`src/rtl/gpio_cond_pkg.sv`:
```
// rtl/gpio_cond_pkg.sv - register map, reset value and edge codes for gpio_in_cond
package gpio_cond_pkg;

    localparam logic [3:0]  ADDR_CLEAN   = 4'h0;
    localparam logic [3:0]  ADDR_RISE_EN = 4'h4;
    localparam logic [3:0]  ADDR_FALL_EN = 4'h8;
    localparam logic [3:0]  ADDR_STATUS  = 4'hC;

    localparam logic [31:0] REG_RESET    = 32'h0000_0000;

    typedef enum logic [1:0] {
        EDGE_NONE = 2'd0,
        EDGE_RISE = 2'd1,
        EDGE_FALL = 2'd2
    } edge_e;

endpackage

```
`src/rtl/gpio_debounce_bit.sv`:
```
// rtl/gpio_debounce_bit.sv - per-bit synchroniser, debounce counter (GPIO_IN_COND_DEBOUNCE_EN) and edge code
module gpio_debounce_bit
    import gpio_cond_pkg::*;
#(
    parameter int SYNC_STAGES = 2,
    parameter int DEB_CYCLES  = 16
) (
    input  logic  clk,
    input  logic  reset,
    input  logic  pad_i,
    output logic  clean_o,
    output edge_e edge_o
);

    if (SYNC_STAGES < 2) begin : g_bad_sync
        $error("gpio_debounce_bit: SYNC_STAGES must be at least 2");
    end
    if (DEB_CYCLES < 2) begin : g_bad_deb
        $error("gpio_debounce_bit: DEB_CYCLES must be at least 2");
    end

    logic [SYNC_STAGES-1:0] sync_q;
    logic                   sync;
    logic                   clean_q, clean_d;

    assign sync = sync_q[SYNC_STAGES-1];

    always_ff @(posedge clk) begin
        if (reset) begin
            sync_q  <= '0;
            clean_q <= 1'b0;
        end else begin
            sync_q  <= {sync_q[SYNC_STAGES-2:0], pad_i};
            clean_q <= clean_d;
        end
    end

`ifdef GPIO_IN_COND_DEBOUNCE_EN
    localparam int CNT_W = $clog2(DEB_CYCLES);

    logic [CNT_W-1:0] cnt_q, cnt_d;

    // Any return to the accepted level restarts qualification from zero.
    always_comb begin
        clean_d = clean_q;
        cnt_d   = cnt_q;
        if (sync == clean_q) begin
            cnt_d = '0;
        end else if (cnt_q == CNT_W'(DEB_CYCLES - 1)) begin
            clean_d = sync;
            cnt_d   = '0;
        end else begin
            cnt_d = cnt_q + 1'b1;
        end
    end

    always_ff @(posedge clk) begin
        if (reset) begin
            cnt_q <= '0;
        end else begin
            cnt_q <= cnt_d;
        end
    end
`else
    always_comb begin
        clean_d = sync;
    end
`endif

    // Edge code describes the update being registered this cycle.
    always_comb begin
        edge_o = EDGE_NONE;
        if (clean_d && !clean_q) begin
            edge_o = EDGE_RISE;
        end else if (!clean_d && clean_q) begin
            edge_o = EDGE_FALL;
        end
    end

    assign clean_o = clean_q;

endmodule

```
`src/rtl/gpio_in_cond.sv`:
```
// rtl/gpio_in_cond.sv - GPIO input conditioning top with register window and edge irq; debounce under GPIO_IN_COND_DEBOUNCE_EN
module gpio_in_cond
    import gpio_cond_pkg::*;
#(
    parameter int WIDTH       = 32,
    parameter int SYNC_STAGES = 2,
    parameter int DEB_CYCLES  = 16
) (
    input  logic             clk,
    input  logic             reset,
    input  logic             we,
    input  logic             re,
    input  logic [3:0]       addr,
    input  logic [31:0]      wdata,
    output logic [31:0]      rdata,
    input  logic [WIDTH-1:0] pad_in,
    output logic [WIDTH-1:0] gpio_in_clean,
    output logic             irq
);

    logic [WIDTH-1:0] clean_w;
    edge_e            edge_w [WIDTH];

    for (genvar i = 0; i < WIDTH; i++) begin : g_bit
        gpio_debounce_bit #(
            .SYNC_STAGES (SYNC_STAGES),
            .DEB_CYCLES  (DEB_CYCLES)
        ) u_bit (
            .clk     (clk),
            .reset   (reset),
            .pad_i   (pad_in[i]),
            .clean_o (clean_w[i]),
            .edge_o  (edge_w[i])
        );
    end

    logic [WIDTH-1:0] rise_en_q, rise_en_d;
    logic [WIDTH-1:0] fall_en_q, fall_en_d;
    logic [WIDTH-1:0] status_q, status_d;
    logic [WIDTH-1:0] set_w, clr_w;
    logic [31:0]      rdata_q, rd_mux;

    always_comb begin
        set_w = '0;
        for (int i = 0; i < WIDTH; i++) begin
            set_w[i] = ((edge_w[i] == EDGE_RISE) && rise_en_q[i]) ||
                       ((edge_w[i] == EDGE_FALL) && fall_en_q[i]);
        end
    end

    // Set is OR-ed after the clear so a same-cycle edge survives W1C.
    always_comb begin
        rise_en_d = rise_en_q;
        fall_en_d = fall_en_q;
        clr_w     = '0;
        if (we) begin
            case (addr)
                ADDR_RISE_EN: rise_en_d = wdata[WIDTH-1:0];
                ADDR_FALL_EN: fall_en_d = wdata[WIDTH-1:0];
                ADDR_STATUS:  clr_w     = wdata[WIDTH-1:0];
                default:      ;
            endcase
        end
        status_d = (status_q & ~clr_w) | set_w;
    end

    always_comb begin
        rd_mux = REG_RESET;
        case (addr)
            ADDR_CLEAN:   rd_mux = 32'(clean_w);
            ADDR_RISE_EN: rd_mux = 32'(rise_en_q);
            ADDR_FALL_EN: rd_mux = 32'(fall_en_q);
            ADDR_STATUS:  rd_mux = 32'(status_q);
            default:      rd_mux = REG_RESET;
        endcase
    end

    always_ff @(posedge clk) begin
        if (reset) begin
            rise_en_q <= REG_RESET[WIDTH-1:0];
            fall_en_q <= REG_RESET[WIDTH-1:0];
            status_q  <= REG_RESET[WIDTH-1:0];
            rdata_q   <= REG_RESET;
        end else begin
            rise_en_q <= rise_en_d;
            fall_en_q <= fall_en_d;
            status_q  <= status_d;
            if (re) begin
                rdata_q <= rd_mux;
            end
        end
    end

    assign rdata         = rdata_q;
    assign gpio_in_clean = clean_w;
    assign irq           = |status_q;

endmodule
```
`config.mk`:
```
export PLATFORM = sky130hd
export DESIGN_NAME = gpio_in_cond
export DESIGN_NICKNAME = d
export VERILOG_FILES = /design/src/rtl/gpio_cond_pkg.sv /design/src/rtl/gpio_debounce_bit.sv /design/src/rtl/gpio_in_cond.sv
export SDC_FILE = /design/constraint.sdc
export NUM_CORES = 1
export LEC_CHECK = 0
export CAP_MARGIN = 20
export CORE_MARGIN = 2
export CORE_UTILIZATION = 49
export CTS_CLUSTER_DIAMETER = 40
export DETAILED_ROUTE_END_ITERATION = 10
export PLACE_DENSITY = 0.79
export SKIP_LAST_GASP = 1
export SLEW_MARGIN = 20
export SYNTH_ARGS = -nofsm -noshare
export SYNTH_HDL_FRONTEND = slang
export SYNTH_SLANG_ARGS = --single-unit
```
`constraint.sdc`:
```
create_clock -name clk -period 3.37 [get_ports clk]
set_clock_uncertainty 0.2 [all_clocks]
set_input_delay 0.674 -clock clk [delete_from_list [all_inputs] [get_ports clk]]
set_output_delay 0.674 -clock clk [all_outputs]
set_load 0.01 [all_outputs]
```
==> results.py, run 1 <==
metrics = {
    "run_status": {
        "status": "finished, final reports clean",
    },
    "min_path": {
        "hp-class": "flop to flop",
    },
    "sta": {
        "final_hold_viol_count": 0,
        "slew_viol_final": 0,
        "relSlewSlack_pct": 35.64,
        "min_period_over_period_pct": 95.85,
        "max_freq_mhz": 309.6,
        "rsz0062_at_grt": "false",
        "final.min_clock_period_ns": 3.230,
        "setup_violations": 0,
        "tns_ns": 0,
        "worst_pin_slew_ns": 0.9655,
    },
    "cts": {
        "cts_tree": "built",
        "worstSkewPairLatency_ns": 0.53,
        "htreeDepth": 1,
        "postCtsHoldBufs": 0,
        "post-cts-setup-buffers": 0,
        "cts_max_path_buffers": 3,
        "clock-sinks": 224,
        "clk_pin_slew_ns": 0.06,
        "root_buffer": "clkbuf_16",
        "cts_resized": 0,
        "cts_made_buffers": 28,
    },
    "pwr": {
        "peakVddDrop_v": 0.0004106,
        "power.total_mw": 6.018,
        "leakage_nw": 3.837,
        "power_density_nw_per_um2": 544.5,
    },
    "placed_design": {
        "gp_congestion": 0.7776,
        "hpwl_um": 13650,
        "port_buffers": 136,
    },
    "global_routing": {
        "grt_pass1_vias": 6813,
        "antenna_found_initial": 0,
        "grt_use_total_pct": 22.92,
        "grt_pass1_wl_um": 36560,
        "grt_overflow": 0,
        "grt_start_max_net_pins": 97,
    },
    "routing": {
        "drt-vias-per-instance": 5.825,
        "first_pass_iters": 5,
        "drt_first_iter_violations": 760,
        "remaining_drc_errors": 0,
        "ant_nets": 0,
        "postRouteWirelength_um": 23130,
        "via_count": 7299,
        "wl_per_cell_um": 18.46,
    },
    "layout": {
        "area_delta_synth_final_pct": 24.23,
        "final_nets": 1076,
        "n_fill_cell": 1506,
        "final_common_cell": "dfxtp_1",
        "most-common-layout-cells": "dfxtp_1 (224), clkdlybuf4s50_1 (133), nor2b_1 (96), nand3_1 (96), o21ai_0 (92)",
        "antenna-diode-count": 0,
        "ff_latch_area_sq_um": 4484,
        "drive_above_1_share_pct": 7.227,
        "multi_input_area_sq_um": 3857,
    },
    "die": {
        "die_w_um": 138.7,
        "die_h_um": 138.7,
        "die_area_sq_um": 19250,
        "rows": 49,
        "core_area_sq_um": 17900,
        "io_pins": 137,
        "start_util_pct": 49.69,
    },
    "setup_path": {
        "cp.arrival_ns": 2.36,
        "slowest_delay_ns": 0.48,
        "slowest_stage": "clkdlybuf4s50_1",
        "cp-end-kind": "output port",
        "worstPathMaxFanout": 3,
        "crit_path_start_kind": "flop",
        "required_ns": 2.50,
        "critPathKind": "flop to output port",
        "path_cells": "nor4_2, nand4_1, or2_2, clkdlybuf4s50_1",
    },
    "logic_synthesis": {
        "synth_mux_area_share_pct": 7.201,
        "synth-xor-area-share_pct": 0,
        "synth-compound-area-share_pct": 16.65,
        "synth_area_sq_um": 8896,
        "syn_inst": 933,
        "avgSynthCellArea_sq_um": 9.535,
        "synth-seq-area-share_pct": 50.41,
        "yosysTopAreaCell": "dfxtp_1",
        "yosys_warnings": 0,
        "ys_ff_latch": 224,
        "yosys.area_share.simple_pct": 19.10,
        "synth_top_family_by_area": "simple AND/OR/NAND/NOR gates",
        "synth.top_cell.area_share_pct": 50.41,
        "synth.distinct_cells": 28,
        "syn-num-nets": 1005,
        "synthAdderAreaFrac_pct": 0,
        "netlist_top_cells_area": "dfxtp_1 (50%), mux2i_1 (7.2%), nor2b_1 (6.8%)",
    },
    "run": {
        "max_cap_viol_count": 0,
    },
}
registers in the layout, summed over array words and instances (netlist names):
name / flops
rise_en_q: 32
fall_en_q: 32
rdata: 32
status_q: 32
g_bit.u_bit.clean_o: 32
g_bit.u_bit.sync_q: 64
per-layer routing:
| layer | wire length, um | global-route usage [%] | up-vias |
|---|---|---|---|
| met1 | 10360 | 32.73 | 3494 |
| met3 | 1754 | 3.626 | 33 |
| li1 | - | - | 3475 |
| met5 | 0 | 0 | - |
| met2 | 10560 | 36.35 | 297 |
| met4 | 459 | 6.273 | 0 |
Yosys cell counts:
master / count
a21oi_1: 64
a22o_1: 32
a31oi_1: 32
and2_1: 1
buf_1: 4
buf_2: 10
buf_4: 32
buf_6: 5
clkbuf_1: 61
dfxtp_1: 224
mux2i_1: 64
nand2_1: 1
nand2b_1: 1
nand3_1: 96
nand3b_1: 64
nand4_1: 2
nor2_1: 1
nor2b_1: 97
nor3_1: 1
nor3b_1: 1
nor4_1: 8
nor4b_2: 1
o21ai_0: 92
o21ai_1: 4
o22ai_1: 32
or2_2: 1
or3_1: 1
or3b_1: 1
where the power goes:
group          leakage (nW)  total [mW]  switching (mW)  internal [mW]
clock network         0.444        2.88            1.14           1.74
logic                  1.57       0.394           0.216          0.178
registers              1.82        2.74          0.0340           2.71
total                  3.84        6.02            1.39           4.63
metrics by stage:
| stage | instances | setup WS [ns] | hold slack (ns) | util (%) | instance area [sq um] |
|---|---|---|---|---|---|
| 3_5_place_dp | 1203 | 0.4119 | 0.2231 | 56.58 | 10130 |
| 3_3_place_gp | 1203 | 0.4450 | 0.2170 | 56.58 | 10130 |
| 6_report | 1253 | 0.1398 | 0.2321 | 61.73 | 11050 |
| 2_1_floorplan | 933 | 1.333 | 0.2138 | - | 8896 |
| 4_1_cts | 1253 | 0.02017 | 0.2366 | 61.70 | 11050 |
| 5_1_grt | 1253 | 0.07299 | 0.2466 | 61.73 | 11050 |
logic make-up after synthesis:
logic type / Yosys count
buffers and inverters: 112
DFF: 224
AOI/OAI and AO/OA: 256
and+or+nand+nor: 277
muxes: 64
layout make-up:
type	instances	area share, %
Clock buffer	38	7.234
Clock inverter	12	1.053
Multi-Input combinational cell	597	34.90
Tap cell	229	2.593
Timing Repair Buffer	153	13.64
Sequential cell	224	40.58
path summary, 6_finish.rpt:
path | start | endpoint | slack, ns | depth (start not counted)
min | g_bit[11].u_bit.sync_q[0] | g_bit[11].u_bit.sync_q[1] | 0.23 | 1
min reg2reg | g_bit[11].u_bit.sync_q[0] | g_bit[11].u_bit.sync_q[1] | 0.23 | 1
max | status_q[10] | irq | 0.14 | 4
max reg2reg | status_q[12] | rdata[12] | 2.23 | 3
worst max-delay path, delay by kind of cell, from the launching register on:
family | cells | cell delay [ns]
and+or+nand+nor | 3 | 1.00
buffers and inverters | 1 | 0.48
DFF | 1 | 0.34
Power figures use the tool's default switching activity.
==> run 2: changes to the inputs <==
==> constraint.sdc (replaced) <==
create_clock -name clk -period 3.07 [get_ports clk]
set_clock_uncertainty 0.2 [all_clocks]
set_input_delay 0.614 -clock clk [delete_from_list [all_inputs] [get_ports clk]]
set_output_delay 0.614 -clock clk [all_outputs]
set_load 0.01 [all_outputs]
==> results.py, run 2 (same netlist as run 1, synthesis figures left out) <==
metrics = {
    "layout": {
        "largest_reg_flops": 64,
        "final_nets": 1075,
        "drive_above_1_share_pct": 7.520,
        "n_fill_cell": 1490,
        "layout.cells.non_filler": 1254,
        "largest-register": "g_bit.u_bit.sync_q",
        "most-common-layout-cells": "dfxtp_1 (224), clkdlybuf4s50_1 (132), nor2b_1 (96), nand3_1 (96), o21ai_0 (92)",
        "final_common_cell": "dfxtp_1",
        "area_delta_synth_final_pct": 25.12,
        "final_util_pct": 62.18,
    },
    "sta": {
        "setup_violations": 0,
        "rsz0062_at_grt": "false",
        "relSlewSlack_pct": 57.65,
        "tns_ns": 0,
        "max_freq_mhz": 347.4,
        "final.min_clock_period_ns": 2.879,
        "final_hold_viol_count": 0,
        "slew_viol_final": 0,
        "setup_ws_ns": 0.1912,
        "min_period_over_period_pct": 93.77,
        "worst_pin_slew_ns": 0.6353,
    },
    "cts": {
        "cts_made_buffers": 27,
        "worstSkewPairLatency_ns": 0.52,
        "clk_pin_slew_ns": 0.05,
        "htreeDepth": 1,
        "cts_max_path_buffers": 3,
        "cts_tree": "built",
        "postCtsHoldBufs": 0,
        "clock-sinks": 224,
        "root_buffer": "clkbuf_16",
    },
    "placed_design": {
        "dp_cells": 1203,
        "dpl_worst_slack_ns": 0.2988,
        "port_buffers": 136,
        "hpwl_um": 13840,
        "gp_congestion": 0.7920,
    },
    "setup_path": {
        "endpoint": "irq",
        "cp.arrival_ns": 2.06,
        "slowest_delay_ns": 0.49,
        "critPathKind": "flop to output port",
        "ff2ff_path_depth": 3,
        "worstPathMaxFanout": 3,
        "r2r-end": "rdata[30]",
        "r2r_slack_ns": 1.93,
        "crit_path_start_kind": "flop",
        "cp-end-kind": "output port",
        "slowest_stage": "nor4_1",
        "required_ns": 2.26,
        "cp-startpoint": "status_q[27]",
        "path_cells": "nor4_1, nand4_1, or2_2, dlygate4sd2_1",
        "crit-reg2reg-launch": "g_bit[30].u_bit.clean_o",
    },
    "min_path": {
        "hp-class": "flop to flop",
    },
    "routing": {
        "postRouteWirelength_um": 23410,
        "top_layer_used": "met5",
        "wl_per_cell_um": 18.67,
        "drt-vias-per-instance": 5.884,
        "wl_met1_um": 10150,
        "via_count": 7379,
        "remaining_drc_errors": 0,
        "drt_first_iter_violations": 858,
        "met3WireLength_um": 1832,
        "ant_nets": 0,
        "wl_met2_um": 10870,
        "first_pass_iters": 5,
    },
    "pwr": {
        "leakage_nw": 3.877,
        "power_density_nw_per_um2": 609.5,
        "peakVddDrop_v": 0.0005388,
        "power.total_mw": 6.784,
    },
    "die": {
        "die_area_sq_um": 19250,
        "die_w_um": 138.7,
        "rows": 49,
        "start_util_pct": 49.69,
        "io_pins": 137,
        "die_h_um": 138.7,
        "core_area_sq_um": 17900,
    },
    "global_routing": {
        "grt_pass1_wl_um": 36890,
        "grt_overflow": 0,
        "grt_use_total_pct": 23.20,
        "antenna_found_initial": 2,
        "grt_start_max_net_pins": 137,
        "grt_pass1_vias": 7063,
    },
    "run_status": {
        "status": "finished, final reports clean",
    },
    "run": {
        "max_cap_viol_count": 0,
    },
}
## run 2: changes by cell type in the layout (fill, tap and decap cells not counted), sizes merged
| cell | delta |
|---|---|
| clkdlybuf4s50 | -1 |
| bufinv | +3 |
| dlygate4sd2 | +1 |
| diode | +1 |
| clkbuf | -3 |
| clkinv | -2 |
| inv | +2 |
## run 2: final cells by class
cell class                      count  area, sq um  area share (%)
Timing Repair Buffer              153         1519           13.65
Tap cell                          229        286.5           2.574
Clock buffer                       35        755.7           6.790
Multi-Input combinational cell    597         3872           34.79
Clock inverter                     15        210.2           1.888
Sequential cell                   224         4484           40.29
Antenna cell                        1        2.502         0.02248
## run 2: worst min-delay path by stage
stage / from / to / depth (start not counted)
after global routing: g_bit[17].u_bit.sync_q[0] / g_bit[17].u_bit.sync_q[1] / 1
after detailed placement: g_bit[22].u_bit.sync_q[0] / g_bit[22].u_bit.sync_q[1] / 1
after global placement: g_bit[11].u_bit.sync_q[0] / g_bit[11].u_bit.sync_q[1] / 1
after CTS: g_bit[11].u_bit.sync_q[0] / g_bit[11].u_bit.sync_q[1] / 1
after floorplan: g_bit[0].u_bit.sync_q[0] / g_bit[0].u_bit.sync_q[1] / 1
final: g_bit[26].u_bit.sync_q[0] / g_bit[26].u_bit.sync_q[1] / 1
## run 2: what timing repair did
item,CTS,global route
resized for setup,4,0
setup endpoints to repair,1,0
buffers inserted,0,0
## run 2: through the flow
step,hold WS (ns),instance area (sq um)
floorplan,0.2138,8896
global placement,0.2172,10140
detailed placement,0.2239,10140
CTS,0.2341,11130
global route,0.2496,11130
finish,0.2324,11130
## run 2: worst max-delay path, delay by kind of cell, from the launching register on
| kind | cells | cell delay (ns) |
|---|---|---|
| flops | 1 | 0.33 |
| simple gates | 3 | 0.91 |
| buf+inv | 1 | 0.30 |
## run 2: where the power goes
group          internal, mW  leakage (nW)  switching [mW]
registers              2.97          1.82          0.0376
logic                 0.195          1.59           0.237
clock network          2.09         0.467            1.25
total                  5.26          3.88            1.53
## run 2: routing by layer
layer	vias up	track usage [%]
met4	2	6.752
met1	3535	31.72
li1	3479	-
met5	-	0
met2	311	37.73
met3	52	4.420
